===== src/rtl/req_dispatch.sv =====
// req_dispatch: pops one request from the FIFO head, runs it on a multi-cycle execution unit, returns a tagged response.
//   clk, rst_b        clock, asynchronous active-low reset
//   fifo_req          FIFO head packet (req=1 means valid head)
//   fifo_read         pop pulse, only while idle
//   exe_start         one-cycle launch pulse; exe_type/exe_op1/exe_op2 hold the captured request
//   exe_done          result-valid pulse; exe_result is valid with it
//   rsp_valid/ready   response handshake; rsp_id/rsp_data/rsp_status held until accepted
//   busy              high whenever not idle
// Optional macro REQ_DISPATCH_TIMEOUT_EN adds an abort after TIMEOUT cycles waiting for exe_done.
package req_dispatch_pkg;
  localparam int TYPE_W = 3;
  localparam int ID_W   = 4;
  localparam int DATA_W = 16;
  typedef struct packed {
    logic              req;
    logic [TYPE_W-1:0] req_type;
    logic [ID_W-1:0]   req_id;
    logic [DATA_W-1:0] req_data1;
    logic [DATA_W-1:0] req_data2;
  } req_pkt_type;
endpackage

module req_dispatch
  import req_dispatch_pkg::*;
#(
  parameter int NUM_TYPES = 4,
  parameter int TIMEOUT   = 16,
  parameter int CNT_W     = $clog2(TIMEOUT + 1)
) (
  input  logic              clk,
  input  logic              rst_b,
  input  req_pkt_type       fifo_req,
  output logic              fifo_read,
  output logic              exe_start,
  output logic [TYPE_W-1:0] exe_type,
  output logic [DATA_W-1:0] exe_op1,
  output logic [DATA_W-1:0] exe_op2,
  input  logic              exe_done,
  input  logic [DATA_W-1:0] exe_result,
  output logic              rsp_valid,
  input  logic              rsp_ready,
  output logic [ID_W-1:0]   rsp_id,
  output logic [DATA_W-1:0] rsp_data,
  output logic [1:0]        rsp_status,
  output logic              busy
);
  localparam logic [1:0] ST_OK  = 2'b00;
  localparam logic [1:0] ST_BAD = 2'b01;
  localparam logic [1:0] ST_TO  = 2'b10;

  typedef enum logic [1:0] {IDLE, ISSUE, WAIT, RESP} state_t;

  state_t            r_state, w_next;
  logic [TYPE_W-1:0] r_type;
  logic [ID_W-1:0]   r_id;
  logic [DATA_W-1:0] r_op1, r_op2, r_rsp_data;
  logic [1:0]        r_status;
  logic              w_type_ok, w_timeout;

  assign w_type_ok = 32'(fifo_req.req_type) < 32'(NUM_TYPES);

`ifdef REQ_DISPATCH_TIMEOUT_EN
  logic [CNT_W-1:0] r_cnt;

  // Counter indexes the current WAIT cycle; the last allowed one is TIMEOUT-1.
  always_ff @(posedge clk or negedge rst_b)
    if (!rst_b) r_cnt <= '0;
    else if (r_state == ISSUE) r_cnt <= '0;
    else if (r_state == WAIT && !exe_done) r_cnt <= r_cnt + 1'b1;

  assign w_timeout = r_state == WAIT && r_cnt == CNT_W'(TIMEOUT - 1);
`else
  assign w_timeout = 1'b0;
`endif

  always_comb begin
    w_next    = r_state;
    fifo_read = 1'b0;
    exe_start = 1'b0;
    rsp_valid = 1'b0;
    busy      = r_state != IDLE;
    case (r_state)
      IDLE: begin
        fifo_read = fifo_req.req;
        if (fifo_req.req) w_next = w_type_ok ? ISSUE : RESP;
      end
      ISSUE: begin
        exe_start = 1'b1;
        w_next    = WAIT;
      end
      WAIT: if (exe_done || w_timeout) w_next = RESP;
      RESP: begin
        rsp_valid = 1'b1;
        if (rsp_ready) w_next = IDLE;
      end
      default: w_next = IDLE;
    endcase
  end

  always_ff @(posedge clk or negedge rst_b)
    if (!rst_b) begin
      r_state    <= IDLE;
      r_type     <= '0;
      r_id       <= '0;
      r_op1      <= '0;
      r_op2      <= '0;
      r_rsp_data <= '0;
      r_status   <= ST_OK;
    end else begin
      r_state <= w_next;
      if (r_state == IDLE && fifo_req.req) begin
        r_type <= fifo_req.req_type;
        r_id   <= fifo_req.req_id;
        r_op1  <= fifo_req.req_data1;
        r_op2  <= fifo_req.req_data2;
        if (!w_type_ok) begin
          r_rsp_data <= '0;
          r_status   <= ST_BAD;
        end
      end
      // A done in the final allowed WAIT cycle takes priority over the abort.
      if (r_state == WAIT && exe_done) begin
        r_rsp_data <= exe_result;
        r_status   <= ST_OK;
      end else if (w_timeout) begin
        r_rsp_data <= '0;
        r_status   <= ST_TO;
      end
    end

  assign exe_type   = r_type;
  assign exe_op1    = r_op1;
  assign exe_op2    = r_op2;
  assign rsp_id     = r_id;
  assign rsp_data   = r_rsp_data;
  assign rsp_status = r_status;
endmodule


===== config.mk =====
export PLATFORM = sky130hd
export DESIGN_NAME = req_dispatch
export DESIGN_NICKNAME = d
export VERILOG_FILES = /design/src/rtl/req_dispatch.sv
export SDC_FILE = /design/constraint.sdc
export NUM_CORES = 1
export LEC_CHECK = 0
export CORE_UTILIZATION = 35
export DETAILED_ROUTE_END_ITERATION = 10
export GPL_ROUTABILITY_DRIVEN = 0
export HOLD_SLACK_MARGIN = 0.15
export PLACE_DENSITY = 0.75
export SETUP_SLACK_MARGIN = 0.5
export SKIP_CTS_REPAIR_TIMING = 1
export SYNTH_ARGS = -nofsm -noshare
export SYNTH_HDL_FRONTEND = slang
export SYNTH_SLANG_ARGS = --single-unit

===== constraint.sdc =====
create_clock -name clk -period 1.39 [get_ports clk]
set_input_delay 0.2085 -clock clk [delete_from_list [all_inputs] [get_ports clk]]
set_output_delay 0.2085 -clock clk [all_outputs]
set_load 0.02 [all_outputs]

Word-level counts from Yosys, hierarchy flattened
Index checks and enable logic that the tools add are counted.

word-level totals
  logic and storage cells = 36
  register bits after elaboration = 59

operators by class
  eq/ne operators = 7
  muxes and demuxes = 14
  reduce and logical (&&, ||, !) cells = 7
  order comparisons = 1

operators with widths
  cell                                           count
  2-to-1 mux 16 bit                              3
  2-to-1 mux 2 bit                               7
  case mux 2 bit (4 select lines)                1
  != test 2 bit, second input constant           3
  == test 2 bit, second input constant           2
  nonzero test 2 bit                             2
  < comparator 3 bit, second input constant      1
  2-to-1 mux 1 bit                               3
  AND reduction 3 bit                            1
  == test 2 x 1 -> 1 bit, second input constant  1
  logical AND 1 bit                              2
  logical NOT 2 bit                              1
  != test 2 x 1 -> 1 bit, second input constant  1
  AND reduction 2 bit                            1

Logic depth before layout (Yosys ltp)
Gate-level depths: netlist of run 1.

  depth after elaboration = 4
  gate-level depth with buffers = 7
  mapped depth without buffers = 5

Worst setup path after synthesis of run 1
Ideal clock, no wire load.

  path kind = reg2reg
  start = reg r_state[0]
  end = reg r_op2[0] (netlist: exe_op2[0])
  library setup time = 125 ps
  buffers on the path = 2
  stages on the path, launching flop included = 7
  data arrival time = 1,427 ps
  path slack = -162 ps
  cells stage by stage = dfrtp_1 > inv_1 > ha_1 > and2_1 > buf_6 > buf_6 > mux2_2

between the ends
  longest elaborated chain between the ends = 2

RTL lines
  element                 RTL line  RTL
  start, declared         53        state_t r_state, w_next;
  start signal, assigned  110       r_state <= w_next;
  logical NOT 2 bit       111       if (r_state == IDLE && fifo_req.req) begin
  logical AND 1 bit       111
  end signal, assigned    115       r_op2 <= fifo_req.req_data2;
  end, declared           56        logic [DATA_W-1:0] r_op1, r_op2, r_rsp_data;

Every way passes these cells.
A chain may end at the register's enable or synchronous reset.

Final worst setup path of run 1
  start = reg r_state[0]
  end = reg r_rsp_data[8] (netlist: rsp_data[8])

between the ends
  longest elaborated chain between the ends = 4
  elaborated cells on any way between the ends = 8
  classes of those cells = eq/ne (2); mux (1); reduce/logical (5)

RTL lines
  element                                                                        RTL line  RTL
  == test 2 bit or logical NOT 2 bit (tied branches)                             122, 111
  logical AND 1 bit, on equally long branches                                    122, 111
  != test 2 x 1 -> 1 bit (no source line) or nonzero test 2 bit (tied branches)  n/a
  AND reduction 2 bit (no source line)                                           n/a
  end signal, assigned                                                           123       r_rsp_data <= exe_result;
  end, declared                                                                  56

Parallel ways exist; a longest one is shown, timed or not.

==> results.ini, run 1 <==
[sta]
setup_viol=55
finalHoldViolations=14
worst_slack_ns=-0.07738
rsz0062_at_grt=true
fmax_mhz=681.5
slew_viol_final=0
period_minus_slack_ns=1.467
fin_worst_skew_ns=0.007338
tns_ns=-2.758
min_period_over_period_pct=105.6
fin_worst_hold_slack_ns=-0.2078

[worst_setup_path]
path_class=reg -> reg
worst_r2r_path_depth=7
worst-endpoint-required_ns=1.65
end_kind=register
crit_path_start_kind=register
crit_fanout=8
crit_arrival_ns=1.73

[drt]
drcViolationCount=0
routed_via_density=4.647
wl_mm=6.474
firstDrtPassIters=4
drtAntennaViolNets=0
dr_wl_met3_um=376
wl_met1_mm=2.764
wl_per_cell_um=16.23
met2_wirelength_mm=3.238
drtIter0Drc=43
highest_layer=met4
via_count=1854

[clocking]
cts_tree=yes
numCtsBuffers=9
clock_latency_ns=0.33
ctsLongestPathBuffers=2
cts-root-buf=clkbuf_8
clkSlewWorstSetupHoldPaths_ns=0.07
htree_levels=3
clock-sinks=58

[floorplan]
fp.dieW_um=83.02
start_util_pct=36.18
core-area_um2=6350
ios=121
rows=29
die_h_um=83.02
dieArea_um2=6891

[logic_synthesis]
synth_top_area_share_pct=63.18
synthMuxAreaShare_pct=19.99
synth-edff-count=0
synth_top_area_cell=dfrtp_1
synth.distinct_cells=17
ys.flop_type=dfrtp_1
synth.most_common_cell=dfrtp_1
synthTopCellsByCount=dfrtp_1, mux2_2, a22o_1
synthesis.area_um2=2297
synth.area.top_cells=dfrtp_1, mux2_2, a22o_1
async_flop_share_pct=100.0
netlist_instances=145
synthesis.nets=210
synthSimpleGateAreaFrac_pct=0.8715
yosys.area_share.adder_pct=2.723
yosysSeqAreaShare_pct=63.18
synth_area_per_cell_um2=15.84
synth_top_family_by_area=multiplexers
synth_compound_area_share_pct=8.170
synth-seq-cells=58
synth_xor_area_share_pct=0
synth_warnings=0

[place]
io_buffers=119
dp_hpwl_mm=4.154
place_inst=350
dp_slack_ns=-0.3270

[status]
violations=negative hold slack, negative setup slack
outcome=complete, but fails checks

[cells_and_area]
drive_above_1_share_pct=54.97
antenna_cells=0
fillCellCount=472
area_growth_pct=93.68
fin_nets=383
stdcell_count=399

[hold_path]
hp-class=in -> async

[pwr]
power.density_nw_per_um2=2498
ir_drop_mv=1.388
p_leak_nw=2.141

[job]
cap_violations=0

[grt]
grt_antenna_before_repair=0
grt_pass1_vias=1917
grtUsageTotal_pct=17.62
grt_pass1_wl_mm=9.473
overflow=0
grt_max_degree=45

==> through the flow <==
step                      instance area (µm²)  util [%]  total power, mW
after floorplan                          2492         -            5.984
after global placement                   3849     60.61            8.243
after detailed placement                 3849     60.61            8.381
after CTS                                4051     63.80            10.03
after global routing                     4449     70.07            11.68
final                                    4449     70.07            11.11
==> cell usage in the layout (no fill, tap or decap), drive strengths merged <==
master,n
mux2i,2
a22oi,1
and2,2
bufinv,1
a2bb2oi,1
a21oi,2
clkdlybuf4s50,58
clkbuf,14
mux2,39
conb,1
dfrtp,58
ha,5
clkinvlp,1
a222oi,1
a22o,16
clkinv,2
nor2,2
buf,110
inv,6
==> power breakdown <==
| group | internal (mW) | leakage (nW) | switching (mW) |
|---|---|---|---|
| combinational | 3.87 | 1.34 | 2.50 |
| clock | 0.916 | 0.101 | 0.673 |
| sequential | 2.53 | 0.701 | 0.633 |
| total | 7.31 | 2.14 | 3.80 |
==> critical path, stage by stage, from the launching register on <==
cell       delay [ns]
dfrtp_1          0.37
inv_2            0.06
buf_4            0.14
ha_4             0.16
and2_4           0.15
a21oi_4          0.19
clkbuf_16        0.19
a22o_1           0.13
==> path summary, 6_finish.rpt <==
path,from,endpoint,slack [ns]
setup / recovery,r_state[0],rsp_data[8],-0.08
hold / removal,rst_b,exe_op1[1],-0.21
setup reg to reg,r_state[0],rsp_data[8],-0.08
hold reg to reg,rsp_data[6],rsp_data[6],0.52
max in group asynchronous,rst_b,rsp_data[4],1.03
min in group clk,fifo_req[16],exe_op1[0],0.49
==> cell families after synthesis <==
group / after synthesis
compound gates: 21
fa+ha+maj: 5
buf+inv: 15
flops: 58
mux: 41
other cells: 1
simple gates: 4
==> per-layer routing <==
| layer | vias to the layer above | GRT usage (%) |
|---|---|---|
| met5 | - | 0 |
| met2 | 75 | 28.61 |
| met4 | 0 | 6.113 |
| met3 | 11 | 5.865 |
| met1 | 915 | 22.02 |
| li1 | 853 | - |
==> flip-flops by register name (all words and copies together), names as in the netlist <==
register	flops
rsp_data	16
exe_op2	16
rsp_status	1
r_state	2
exe_op1	16
exe_type	3
rsp_id	4
==> area by class of cell <==
type	count	area (µm²)	share of cell area (%)
Clock buffer	11	151.4	3.403
Clock inverter	4	51.30	1.153
Inverter	6	22.52	0.5062
Multi-Input combinational cell	72	922.1	20.73
Sequential cell	58	1451	32.62
Tap cell	77	96.34	2.165
Timing Repair Buffer	171	1754	39.43
(Power assumes the default switching activity.)
==> run 2: changes to the inputs <==
--- a/config.mk
+++ b/config.mk
@@ -5,11 +5,11 @@
 export SDC_FILE = /design/constraint.sdc
 export NUM_CORES = 1
 export LEC_CHECK = 0
-export CORE_UTILIZATION = 35
+export CORE_UTILIZATION = 39
 export DETAILED_ROUTE_END_ITERATION = 10
 export GPL_ROUTABILITY_DRIVEN = 0
 export HOLD_SLACK_MARGIN = 0.15
-export PLACE_DENSITY = 0.75
+export PLACE_DENSITY = 0.8
 export SETUP_SLACK_MARGIN = 0.5
 export SKIP_CTS_REPAIR_TIMING = 1
 export SYNTH_ARGS = -nofsm -noshare
==> constraint.sdc (replaced) <==
create_clock -name clk -period 1.47 [get_ports clk]
set_input_delay 0.2205 -clock clk [delete_from_list [all_inputs] [get_ports clk]]
set_output_delay 0.2205 -clock clk [all_outputs]
set_load 0.02 [all_outputs]
==> run 2 against run 1 <==
  * The flow still finishes with violations (negative hold slack, negative setup slack)
  * Cell count grew 1.8%
  * Critical endpoint is now exe_op1[0]
  * Routed wire length up 24%
  * Largest power group unchanged
  * Clock power about the same
  * Largest cell class unchanged
  * Sequential share of layout area down 0.87 points
  * Worst hold slack better by 0.023 ns
  * Critical path depth shrank 1
==> results.ini, run 2 (synthesis gave the netlist of run 1 again) <==
[drt]
via_count=1959  ; +5.7%
drcViolationCount=0  ; unchanged
drtAntennaViolNets=0  ; unchanged
routed_via_density=4.825  ; +3.8%
wl_per_cell_um=19.76  ; +22%
wl_mm=8.022  ; +24%
drtIter0Drc=59  ; +37%
firstDrtPassIters=5  ; +1

[sta]
setup_viol=48  ; -13%
slew_viol_final=0  ; unchanged
min_period_over_period_pct=104.0  ; -1.6 points
finalHoldViolations=14  ; unchanged
tns_ns=-1.754  ; +1.003 ns
worst_slack_ns=-0.05891  ; +0.01848 ns
period_minus_slack_ns=1.529  ; +0.06152 ns
fin_worst_hold_slack_ns=-0.1846  ; +0.02324 ns
fin_worst_skew_ns=0.006309  ; -0.001030 ns
rsz0062_at_grt=true
fmax_mhz=654.1  ; -4.0%

[cells_and_area]
fillCellCount=298  ; -37%
stdcell_count=406  ; +1.8%
drive_above_1_share_pct=56.29  ; +1.3 points
multi_input_area_um2=915.9  ; -0.68%
antenna_cells=0  ; unchanged
seq_area_um2=1451  ; unchanged
final_common_cell=buf_6
area_growth_pct=98.97
layout_common_cells=buf_6, dfrtp_1, clkdlybuf4s50_1
utilization_pct=81.50  ; +11 points
fin_nets=394  ; +2.9%

[floorplan]
ios=121  ; unchanged
fp.dieW_um=78.75  ; -5.1%
core-area_um2=5608  ; -12%
dieArea_um2=6202  ; -10%
die_h_um=78.75  ; -5.1%
start_util_pct=40.96  ; +4.8 points
rows=27  ; -6.9%

[grt]
grt_use_met1_pct=26.31  ; +4.3 points
met2_usage_pct=37.22  ; +8.6 points
grt_antenna_before_repair=0  ; unchanged
overflow=0  ; unchanged
grt_pass1_vias=1898  ; -0.99%
grt_busiest_layer=met2
grtUsageTotal_pct=22.06  ; +4.4 points
grt_pass1_wl_mm=10.09  ; +6.5%
met3_usage_pct=4.598  ; -1.3 points
grt_max_degree=24  ; -47%

[worst_setup_path]
worstPathCellList=inv_2, ha_4, and2_4, buf_12, buf_12, mux2_4
crit_arrival_ns=1.74  ; about the same
crit_fanout=8  ; unchanged
cpPeakStageDelay_ns=0.40  ; +0.03 ns
end_kind=register
crit_family=flip-flops
path_class=reg -> reg
cpMostUsedCell=buf_12
worst-endpoint-required_ns=1.68  ; +0.03 ns
crit_path_start_kind=register
cp_slowest_cell=dfrtp_1
path_buf_inv=3  ; unchanged

[place]
place_inst=345  ; -1.4%
io_buffers=119  ; unchanged
dp_hpwl_mm=4.648  ; +12%

[clocking]
htree_levels=3  ; unchanged
cts_tree=yes
clkSlewWorstSetupHoldPaths_ns=0.07  ; about the same
cts-root-buf=clkbuf_8
clock-sinks=58  ; unchanged
numCtsBuffers=9  ; unchanged
ctsLongestPathBuffers=2  ; unchanged
clock_latency_ns=0.34  ; about the same

[status]
outcome=complete, but fails checks
violations=negative hold slack, negative setup slack

[job]
cap_violations=0  ; unchanged

[hold_path]
hp-class=in -> async

[pwr]
ir_drop_mv=1.370  ; -1.3%
p_leak_nw=2.218  ; +3.6%
power.density_nw_per_um2=2415  ; -3.3%

==> run 2: changes by cell type in the layout (fill, tap and decap cells not counted), sizes merged <==
cell,previous run,this run
buf,110,122
clkinv,2,3
clkinvlp,1,0
==> run 2: metal layers <==
layer / up-vias / routed length, µm / share of wire (%)
met1: 979 / 3132 / 39
met2: 90 / 4347 / 54
met3: 11 / 385 / 4.8
met4: 0 / 156 / 1.9
met5: - / 0 / 0
li1: 879 / - / -
==> run 2: area by class of cell <==
type / instances / share of cell area (%)
multi-input combinational: 72 / 20.04
sequential: 58 / 31.75
timing repair buffer: 182 / 41.06
clock buffer: 12 / 3.613
clock inverter: 4 / 1.068
inverter: 6 / 0.4927
tap: 72 / 1.971
==> run 2: final timing paths <==
kind | startpoint | depth (start not counted) | to | slack, ns
max | r_state[0] | 6 | exe_op1[0] | -0.06
min | rst_b | 1 | exe_op2[0] | -0.18
max reg2reg | r_state[0] | 6 | exe_op1[0] | -0.06
min reg2reg | rsp_data[0] | 1 | rsp_data[0] | 0.53
max in group asynchronous | rst_b | 2 | exe_op1[6] | 1.10
min in group clk | exe_result[9] | 2 | rsp_data[9] | 0.49
==> run 2: metrics by stage <==
step	area, µm²	setup slack, ns	total power, mW
after floorplan	2492	0.01762	5.659
after global placement	3855	-0.2003	7.835
after detailed placement	3855	-0.2026	7.989
after CTS	4069	-0.4580	9.602
after global routing	4571	-0.1284	11.48
final	4571	-0.05891	11.04
==> run 2: report_power, final <==
group          switching [mW]  total, mW  internal, mW
registers               0.652       3.04          2.39
clock network           0.656       1.58         0.919
logic                    2.55       6.42          3.87
total                    3.86       11.0          7.18
